$ cat config.mk
export PLATFORM = sky130hd
export DESIGN_NAME = input_conditioner
export DESIGN_NICKNAME = d
export VERILOG_FILES = /design/src/rtl/servo_io_pkg.sv /design/src/rtl/sync_chain.sv /design/src/rtl/input_conditioner.sv
export SDC_FILE = /design/constraint.sdc
export NUM_CORES = 1
export LEC_CHECK = 0
export CAP_MARGIN = 0
export CORE_ASPECT_RATIO = 1.25
export CORE_MARGIN = 2
export CORE_UTILIZATION = 55
export DETAILED_ROUTE_END_ITERATION = 16
export PLACE_DENSITY = 0.76
export REMOVE_ABC_BUFFERS = 1
export SLEW_MARGIN = 20
export SYNTH_ARGS = -nofsm -noshare
export SYNTH_HDL_FRONTEND = slang
export SYNTH_HIERARCHICAL = 1
export SYNTH_SLANG_ARGS = --single-unit
$ cat constraint.sdc
create_clock -name clk -period 2.35 [get_ports clk]
set_clock_uncertainty 0.2 [all_clocks]
set_input_delay 0.705 -clock clk [delete_from_list [all_inputs] [get_ports clk]]
set_output_delay 0.705 -clock clk [all_outputs]
set_load 0.01 [all_outputs]
$ cat src/rtl/servo_io_pkg.sv
// Shared constants and helpers for the servo I/O conditioning blocks.
package servo_io_pkg;

  // A synchroniser shorter than this gives no metastability protection.
  localparam int MIN_SYNC_STAGES = 32'sd2;

  // 1 ms of debounce at a 50 MHz system clock.
  localparam int DEFAULT_DEBOUNCE_CYCLES = 32'sd50000;

  // Ceiling log2 for sizing counters at elaboration time.
  function automatic int clog2(input int value);
    int result;
    int remaining;
    result    = 32'sd0;
    remaining = value - 32'sd1;
    while (remaining > 32'sd0) begin
      result    = result + 32'sd1;
      remaining = remaining >>> 32'sd1;
    end
    return result;
  endfunction

  // Counter width able to hold 0 .. cycles-1, never narrower than one bit.
  function automatic int cnt_width(input int cycles);
    int w;
    w = clog2(cycles);
    if (w < 32'sd1) begin
      w = 32'sd1;
    end else begin
      w = w;
    end
    return w;
  endfunction

endpackage

$ cat src/rtl/sync_chain.sv
// Parametrised multi-bit flip-flop synchroniser; pure shift chain, no logic
// between stages so every bit gets the full settling time of each stage.
module sync_chain
  import servo_io_pkg::*;
#(
  parameter int               WIDTH       = 1,
  parameter int               STAGES      = MIN_SYNC_STAGES,
  parameter logic [WIDTH-1:0] RESET_VALUE = '0
) (
  input  logic             clk,
  input  logic             rst,
  input  logic [WIDTH-1:0] d,
  output logic [WIDTH-1:0] q
);

  // Depth is clamped so a mis-set parameter cannot drop below a safe chain.
  localparam int DEPTH = (STAGES < MIN_SYNC_STAGES) ? MIN_SYNC_STAGES : STAGES;

  logic [WIDTH-1:0] stage_q [DEPTH];

  // Shift the raw inputs through the chain; reset loads every stage.
  always_ff @(posedge clk or negedge rst) begin
    if (!rst) begin
      for (int i = 0; i < DEPTH; i++) begin
        stage_q[i] <= RESET_VALUE;
      end
    end else begin
      stage_q[0] <= d;
      for (int i = 1; i < DEPTH; i++) begin
        stage_q[i] <= stage_q[i-1];
      end
    end
  end

  assign q = stage_q[DEPTH-1];

endmodule

$ cat src/rtl/input_conditioner.sv
// Multi-channel input conditioner: synchronise raw pins, debounce each channel
// with a tick-scaled counter, and emit registered one-cycle rise/fall pulses.
module input_conditioner
  import servo_io_pkg::*;
#(
  parameter int                  CHANNELS        = 4,
  parameter int                  SYNC_STAGES     = 2,
  parameter int                  DEBOUNCE_CYCLES = DEFAULT_DEBOUNCE_CYCLES,
  parameter logic [CHANNELS-1:0] RESET_VALUE     = '0
) (
  input  logic                clk,
  input  logic                rst,
  input  logic                tick,
  input  logic [CHANNELS-1:0] din,
  output logic [CHANNELS-1:0] level,
  output logic [CHANNELS-1:0] rise,
  output logic [CHANNELS-1:0] fall,
  output logic                changed
);

  localparam int CNT_W = cnt_width(DEBOUNCE_CYCLES);
  // Count value at which one more qualifying tick accepts the new level.
  localparam logic [CNT_W-1:0] CNT_LAST = CNT_W'(DEBOUNCE_CYCLES - 1);

  logic [CHANNELS-1:0] sync_s;

  sync_chain #(
    .WIDTH       (CHANNELS),
    .STAGES      (SYNC_STAGES),
    .RESET_VALUE (RESET_VALUE)
  ) u_sync (
    .clk (clk),
    .rst (rst),
    .d   (din),
    .q   (sync_s)
  );

  for (genvar ch = 0; ch < CHANNELS; ch++) begin : g_chan
    logic [CNT_W-1:0] cnt_q;
    logic [CNT_W-1:0] cnt_d;
    logic             level_q;
    logic             level_d;
    logic             rise_q;
    logic             rise_d;
    logic             fall_q;
    logic             fall_d;

    // Debounce decision: any agreeing cycle restarts the count, a full run
    // of disagreeing ticks adopts the synchronised value and fires a pulse.
    always_comb begin
      cnt_d   = cnt_q;
      level_d = level_q;
      rise_d  = 1'b0;
      fall_d  = 1'b0;
      if (sync_s[ch] == level_q) begin
        cnt_d = '0;
      end else if (!tick) begin
        cnt_d = cnt_q;
      end else if (cnt_q == CNT_LAST) begin
        level_d = sync_s[ch];
        cnt_d   = '0;
        rise_d  = sync_s[ch];
        fall_d  = ~sync_s[ch];
      end else begin
        cnt_d = cnt_q + CNT_W'(1);
      end
    end

    // Channel state; a reset mid-count discards the partial count.
    always_ff @(posedge clk or negedge rst) begin
      if (!rst) begin
        cnt_q   <= '0;
        level_q <= RESET_VALUE[ch];
        rise_q  <= 1'b0;
        fall_q  <= 1'b0;
      end else begin
        cnt_q   <= cnt_d;
        level_q <= level_d;
        rise_q  <= rise_d;
        fall_q  <= fall_d;
      end
    end

    assign level[ch] = level_q;
    assign rise[ch]  = rise_q;
    assign fall[ch]  = fall_q;
  end

  assign changed = |(rise | fall);

endmodule

==> impl_metrics.csv, run 1 <==
group,metric,value,unit
run_status,outcome,"completed",
flow_run,cap_violations,0,
setup_path,cp.required,1.44,ns
placed_design,dp_hpwl,6.81,mm
pwr,peakVddDrop,0.000496,V
logic_synthesis,synth_area_leaders,"dfrtp_1 48%, a31oi_1 6.0%, nand2_1 4.9%, nand3_1 3.3%, a21oi_1 3.2%",
placed_design,io_buffers,19,
clocking,cts_root_buf,"clkbuf_8",
layout,drive_gt1_share,18.1,%
clocking,hold_buffers,0,
global_routing,grt_antenna_before_repair,0,
floorplanning,fp.dieW,84.1,um
layout,fillers,585,
drt,drt_iter0_markers,269,
logic_synthesis,yosys-top-cells-count,"84 x dfrtp_1, 57 x nand2_1, 42 x a31oi_1",
logic_synthesis,synth_top_area_cell,"dfrtp_1",
drt,wl_per_cell,16.1,um
timing,timing.hold.ws,0.0300,ns
drt,vias,3847,
logic_synthesis,synth_top_area_share,47.7,%
timing,slew_violations,0,
layout,multi_input_area,2110,um^2
setup_path,cp-end-kind,"output port",
layout,syn2layout_area_growth,17.5,%
setup_path,r2r-end,"g_chan[2].cnt_q[15]",
drt,wl,9.88,mm
clocking,cts_max_path_buffers,2,
timing,finalSetupViolCount,0,
logic_synthesis,ys_seq_elements,84,
timing,post-route-period-util,98.6,%
global_routing,grt_overflow,0,
timing,rsz0062_at_grt,"no",
pwr,p_int,0.00227,W
logic_synthesis,synth_flop_cell,"dfrtp_1",
setup_path,timing.rr.start,"g_chan[2].cnt_q[10]",
logic_synthesis,yosysSeqAreaShare,47.7,%
layout,insertedDiodeCount,0,
logic_synthesis,yosysWarningCount,6,
pwr,pwr_density_cell,571,nW/um^2
pwr,pwr-share-seq,50.5,%
clocking,cts_made_buffers,9,
floorplanning,fp.dieH,104,um
logic_synthesis,postSynthAreaPerCell,9.46,um^2
logic_synthesis,async_flop_share,100,%
pwr,netSwitchingFraction,23.3,%
drt,drt_pass1_iterations,5,
timing,worst_slew_pin_slew,0.497,ns
pwr,power_leakage,2.27,nW
timing,finalHoldViolCount,0,
logic_synthesis,syn-cell-area,4410,um^2
pwr,comb_power_share,6.8,%
clocking,h-tree-depth,3,
setup_path,cp.arrival,1.41,ns
timing,max_slew_margin,66.6,%
floorplanning,core,7790,um^2
setup_path,crit_fanout,2,
setup_path,ff2ff_setup_slack,0.09,ns
drt,via_per_inst,6.28,
global_routing,grt_max_degree,63,
clocking,cts.sinks,84,
logic_synthesis,yosysMostFrequentCell,"dfrtp_1",
setup_path,start_kind,"flip-flop",
setup_path,crit_type,"flip-flop to output port",
logic_synthesis,yosysUniqueCellTypes,53,
setup_path,startpoint,"g_chan[1].rise_q",
pwr,p_switching,0.000689,W
global_routing,grt_pass1_wl,16.7,mm
global_routing,grt_pass1_vias,3529,
placed_design,gp_congestion,0.925,
layout,seqCellArea,2100,um^2
clocking,clk_latency,0.36,ns
floorplanning,initial_core_util,56.6,%
global_routing,grt.total_usage,23.2,%
timing,fin_tns_setup,0,ns
timing,clock.fmax,432,MHz
setup_path,rr_worst_depth,6,
layout,final_net_count,524,
floorplanning,pin_count,20,
pwr,clkPwrFrac,42.7,%
drt,ant_nets,0,
logic_synthesis,syn_inst,466,
hold_path,hold_path.class,"input pin to asynchronous set/reset pin",
logic_synthesis,synth-edff-count,0,
drt,drc_errors,0,
timing,period_needed,2.32,ns
floorplanning,rows,36,
pwr,report.power.total,0.00296,W
clocking,cts_tree,"built",
layout,utilization,66.4,%
floorplanning,die_area,8750,um^2
clocking,clkTransAtPathRegs,0.09,ns
[sequential cells by signal (all words and copies together) (netlist names)]
name / flops
u_sync/stage_q: 4
g_chan.fall_q: 4
g_chan.rise_q: 4
g_chan.cnt_q: 64
u_sync/q: 4
g_chan.level_q: 4
[routing by layer]
layer,share of wire [%],GRT usage (%),routed length (um),vias to the layer above
met5,0,0,0,-
met2,49,36.9,4860,142
met1,44,32.3,4330,1864
li1,-,-,-,1821
met4,2.1,8.41,206,0
met3,4.9,3.73,479,20
[cell usage in the layout (no fill, tap or decap), drive strengths merged, types with 5 or more instances in the layout]
cell / instances
a21o: 5
a21oi: 28
a22o: 8
a31oi: 42
and3: 13
buf: 49
clkbuf: 9
clkdlybuf4s50: 16
dfrtp: 84
inv: 6
mux2: 6
nand2: 57
nand3: 29
nand4: 12
nor2: 36
nor3: 15
nor3b: 6
nor4: 10
o21ai: 15
or2: 5
or3: 9
xor2: 6
[worst max path at each step]
stage,to,slack [ns],cells past startpoint
global route,g_chan[2].cnt_q[15],0.0002,6
CTS,level[0],0.03,1
detailed placement,g_chan[3].cnt_q[6],-0.33,5
floorplan,g_chan[1].cnt_q[11],0.005,6
finish,rise[1],0.03,2
global placement,g_chan[3].level_q,-0.32,4
[critical path, cell delays in order, from the launching register on]
cell,delay [ns]
dfrtp_1,0.40
buf_4,0.14
clkdlybuf4s50_1,0.53
[power by group through the flow]
stage	Clock, W	Sequential (W)	Combinational, W
after floorplan	0	0.00152	0.0000884
after global placement	0	0.00152	0.000193
after detailed placement	0	0.00152	0.000198
after CTS	0.00128	0.00149	0.000200
after global routing	0.00134	0.00150	0.000225
final	0.00126	0.00149	0.000201
[through the flow]
stage / cells / worst slack (ns) / cell area [um^2]
global route: 613 / 0.000161 / 5180
global placement: 591 / -0.319 / 4870
detailed placement: 591 / -0.331 / 4870
finish: 613 / 0.0335 / 5180
floorplan: 435 / 0.00528 / 4220
CTS: 607 / 0.0334 / 5120
[what timing repair did]
item | CTS | global route
setup endpoints to repair | 3 | 12
resized for setup | 2 | 5
pin swaps | 2 | 4
buffers inserted | 0 | 6
[layout make-up]
type	count	share of cell area, %
tap	95	2.30
sequential	84	40.6
clock buffer	9	2.39
multi-input combinational	346	40.8
inverter	5	0.363
clock inverter	7	2.39
timing repair buffer	67	11.1
[cell families (layout without fill, tap and decap cells)]
group                    count (synthesis)  after routing  share of synthesized area (%)
flip-flops                              84             84                           47.7
AND/OR/NAND/NOR                        218            218                           27.7
XOR/XNOR                                10             10                           1.99
adder cells (fa/ha/maj)                  4              4                           1.14
multiplexers                             6              6                           1.53
AO/OA/AOI/OAI                          108            108                           15.3
buffers and inverters                   36             88                           4.68
(Power assumes the default switching activity.)
==> run 2, diff against run 1 <==
--- a/config.mk
+++ b/config.mk
@@ -10,7 +10,9 @@
 export CORE_MARGIN = 2
 export CORE_UTILIZATION = 55
 export DETAILED_ROUTE_END_ITERATION = 16
+export MAX_ROUTING_LAYER = met4
 export PLACE_DENSITY = 0.76
+export RECOVER_POWER = 100
 export REMOVE_ABC_BUFFERS = 1
 export SLEW_MARGIN = 20
 export SYNTH_ARGS = -nofsm -noshare
==> run 2 against run 1 <==
Fmax increased by 1.6%. Hold slack improved by 0.12 ns. Highest routed layer unchanged. Setup slack improved by 0.036 ns. Critical path depth decreased by 1.
==> impl_metrics.csv, run 2 (same netlist as run 1, synthesis figures left out) <==
group,metric,value,unit
run_status,outcome,"completed",
setup_path,cp_num_buf_inv,1,
pwr,clkPwrFrac,38.0,%
drt,ant_nets,0,
layout,syn2layout_area_growth,14.9,%
setup_path,cp.required,1.44,ns
placed_design,dp_hpwl,6.93,mm
global_routing,grt_pass1_wl,17.0,mm
timing,clock.fmax,438,MHz
global_routing,grt_max_degree,35,
layout,insertedDiodeCount,0,
pwr,report.power.total,0.00272,W
clocking,cts_tree,"built",
drt,via_per_inst,6.17,
setup_path,cp-end-kind,"output port",
pwr,p_int,0.00207,W
floorplanning,pin_count,20,
layout,fillers,646,
pwr,pwr-share-seq,54.9,%
clocking,clk_latency,0.36,ns
pwr,peakVddDrop,0.000426,V
layout,fin_area,5060,um^2
floorplanning,core,7790,um^2
clocking,cts_made_buffers,9,
clocking,hold_buffers,0,
timing,worst_slew_pin_slew,0.820,ns
timing,period_needed,2.28,ns
setup_path,cp.arrival,1.38,ns
drt,drt_pass1_iterations,5,
timing,finalSetupViolCount,0,
setup_path,crit_fanout,5,
layout,layout_commonest_cell,"dfrtp_1",
pwr,netSwitchingFraction,23.9,%
global_routing,grt_pass1_vias,3618,
pwr,comb_power_share,7.1,%
timing,post-route-period-util,97.0,%
pwr,p_switching,0.000649,W
clocking,cts_max_path_buffers,2,
setup_path,crit_type,"flip-flop to output port",
global_routing,grt.total_usage,24.6,%
timing,max_slew_margin,45.3,%
floorplanning,initial_core_util,56.6,%
floorplanning,die_area,8750,um^2
drt,wl,9.64,mm
placed_design,io_buffers,19,
layout,regMostFlops,"g_chan.cnt_q",
hold_path,hold_path.class,"flip-flop to flip-flop",
placed_design,gp_congestion,0.907,
clocking,cts.sinks,84,
setup_path,path_cells,"clkdlybuf4s50_1",
timing,finalHoldViolCount,0,
drt,wl_per_cell,15.8,um
clocking,clkTransAtPathRegs,0.08,ns
setup_path,start_kind,"flip-flop",
setup_path,cp_slowest_stage_delay,0.57,ns
flow_run,cap_violations,0,
layout,drive_gt1_share,16.2,%
layout,final_cell_mix,"82 x dfrtp_1, 57 x nand2_1, 42 x a31oi_1, 38 x buf_4, 33 x nor2_1",
clocking,cts_root_buf,"clkbuf_8",
pwr,power_leakage,2.19,nW
setup_path,cp_slowest_cell,"clkdlybuf4s50_1",
pwr,pwr_density_cell,537,nW/um^2
timing,layout_setup_ws,0.0694,ns
timing,slew_violations,0,
floorplanning,rows,36,
floorplanning,fp.dieH,104,um
placed_design,place_area,4900,um^2
clocking,h-tree-depth,3,
drt,drt_iter0_markers,281,
layout,largest_reg_flops,64,
global_routing,grt_overflow,0,
layout,final_net_count,523,
drt,drc_errors,0,
placed_design,dpl_worst_slack,-0.364,ns
setup_path,cpLargestDelayFamily,"buffers and inverters",
timing,timing.hold.ws,0.146,ns
drt,vias,3774,
layout,utilization,65.0,%
global_routing,grt_antenna_before_repair,0,
floorplanning,fp.dieW,84.1,um
==> run 2: changes by cell type in the layout (fill, tap and decap cells not counted), sizes merged <==
| cell | previous run | this run |
|---|---|---|
| bufinv | 3 | 1 |
| dlygate4sd3 | 0 | 4 |
| buf | 49 | 39 |
| clkinv | 2 | 1 |
| clkdlybuf4s50 | 16 | 12 |
| inv | 6 | 5 |
| clkbuf | 9 | 23 |
| dlymetal6s2s | 1 | 0 |
==> run 2: power groups by stage <==
stage               registers (W)  clock network [W]   logic, W
finish                    0.00149            0.00103   0.000193
global route              0.00150            0.00113   0.000218
CTS                       0.00149            0.00106   0.000207
detailed placement        0.00152                  0   0.000205
global placement          0.00152                  0   0.000200
floorplan                 0.00152                  0  0.0000884
==> run 2: worst reg2reg max path, stage by stage, from the launching register on <==
cell and delay (ns):
dfrtp_1 0.45, or4bb_1 0.56, nor4_4 0.43, nor2_2 0.08
buf_4 0.16, a41oi_1 0.17, a31oi_1 0.05
==> run 2: stage by stage <==
stage | TNS [ns] | std cells
4_1_cts | 0 | 611
3_5_place_dp | -9.19 | 595
6_report | 0 | 612
3_3_place_gp | -7.35 | 595
2_1_floorplan | 0 | 435
5_1_grt | -0.0155 | 612
==> run 2: worst paths after layout <==
check	startpoint	to	slack, ns	depth (start not counted)
max	g_chan[2].level_q	level[2]	0.07	1
min	u_sync/stage_q[5]	u_sync/q[1]	0.15	0
max reg2reg	g_chan[0].cnt_q[9]	g_chan[0].cnt_q[15]	0.10	6
min reg2reg	u_sync/stage_q[5]	u_sync/q[1]	0.15	0
max in group asynchronous	rst	g_chan[1].level_q	0.55	2
min in group asynchronous	rst	g_chan[0].cnt_q[10]	0.23	1
==> run 2: cell type report <==
class	count	area [um^2]	area share, %
Multi-Input combinational cell	346	2110	41.7
Sequential cell	84	2100	41.6
Timing Repair Buffer	66	517	10.2
Clock buffer	13	149	2.94
Tap cell	95	119	2.35
Clock inverter	3	46.3	0.914
Inverter	5	18.8	0.371
==> run 2: repair_timing <==
| action | CTS | global route |
|---|---|---|
| gates resized for setup | 1 | 6 |
| buffers inserted | 0 | 1 |
| endpoints found under the setup margin | 1 | 17 |
| pin swaps | 1 | 2 |
==> run 2: metal layers <==
| layer | share of wire, % | track usage [%] | vias to the layer above |
|---|---|---|---|
| li1 | - | - | 1820 |
| met1 | 46 | 33.7 | 1847 |
| met2 | 49 | 37.2 | 90 |
| met3 | 3.6 | 2.78 | 17 |
| met4 | 2.0 | 10.9 | 0 |
| met5 | 0 | - | - |
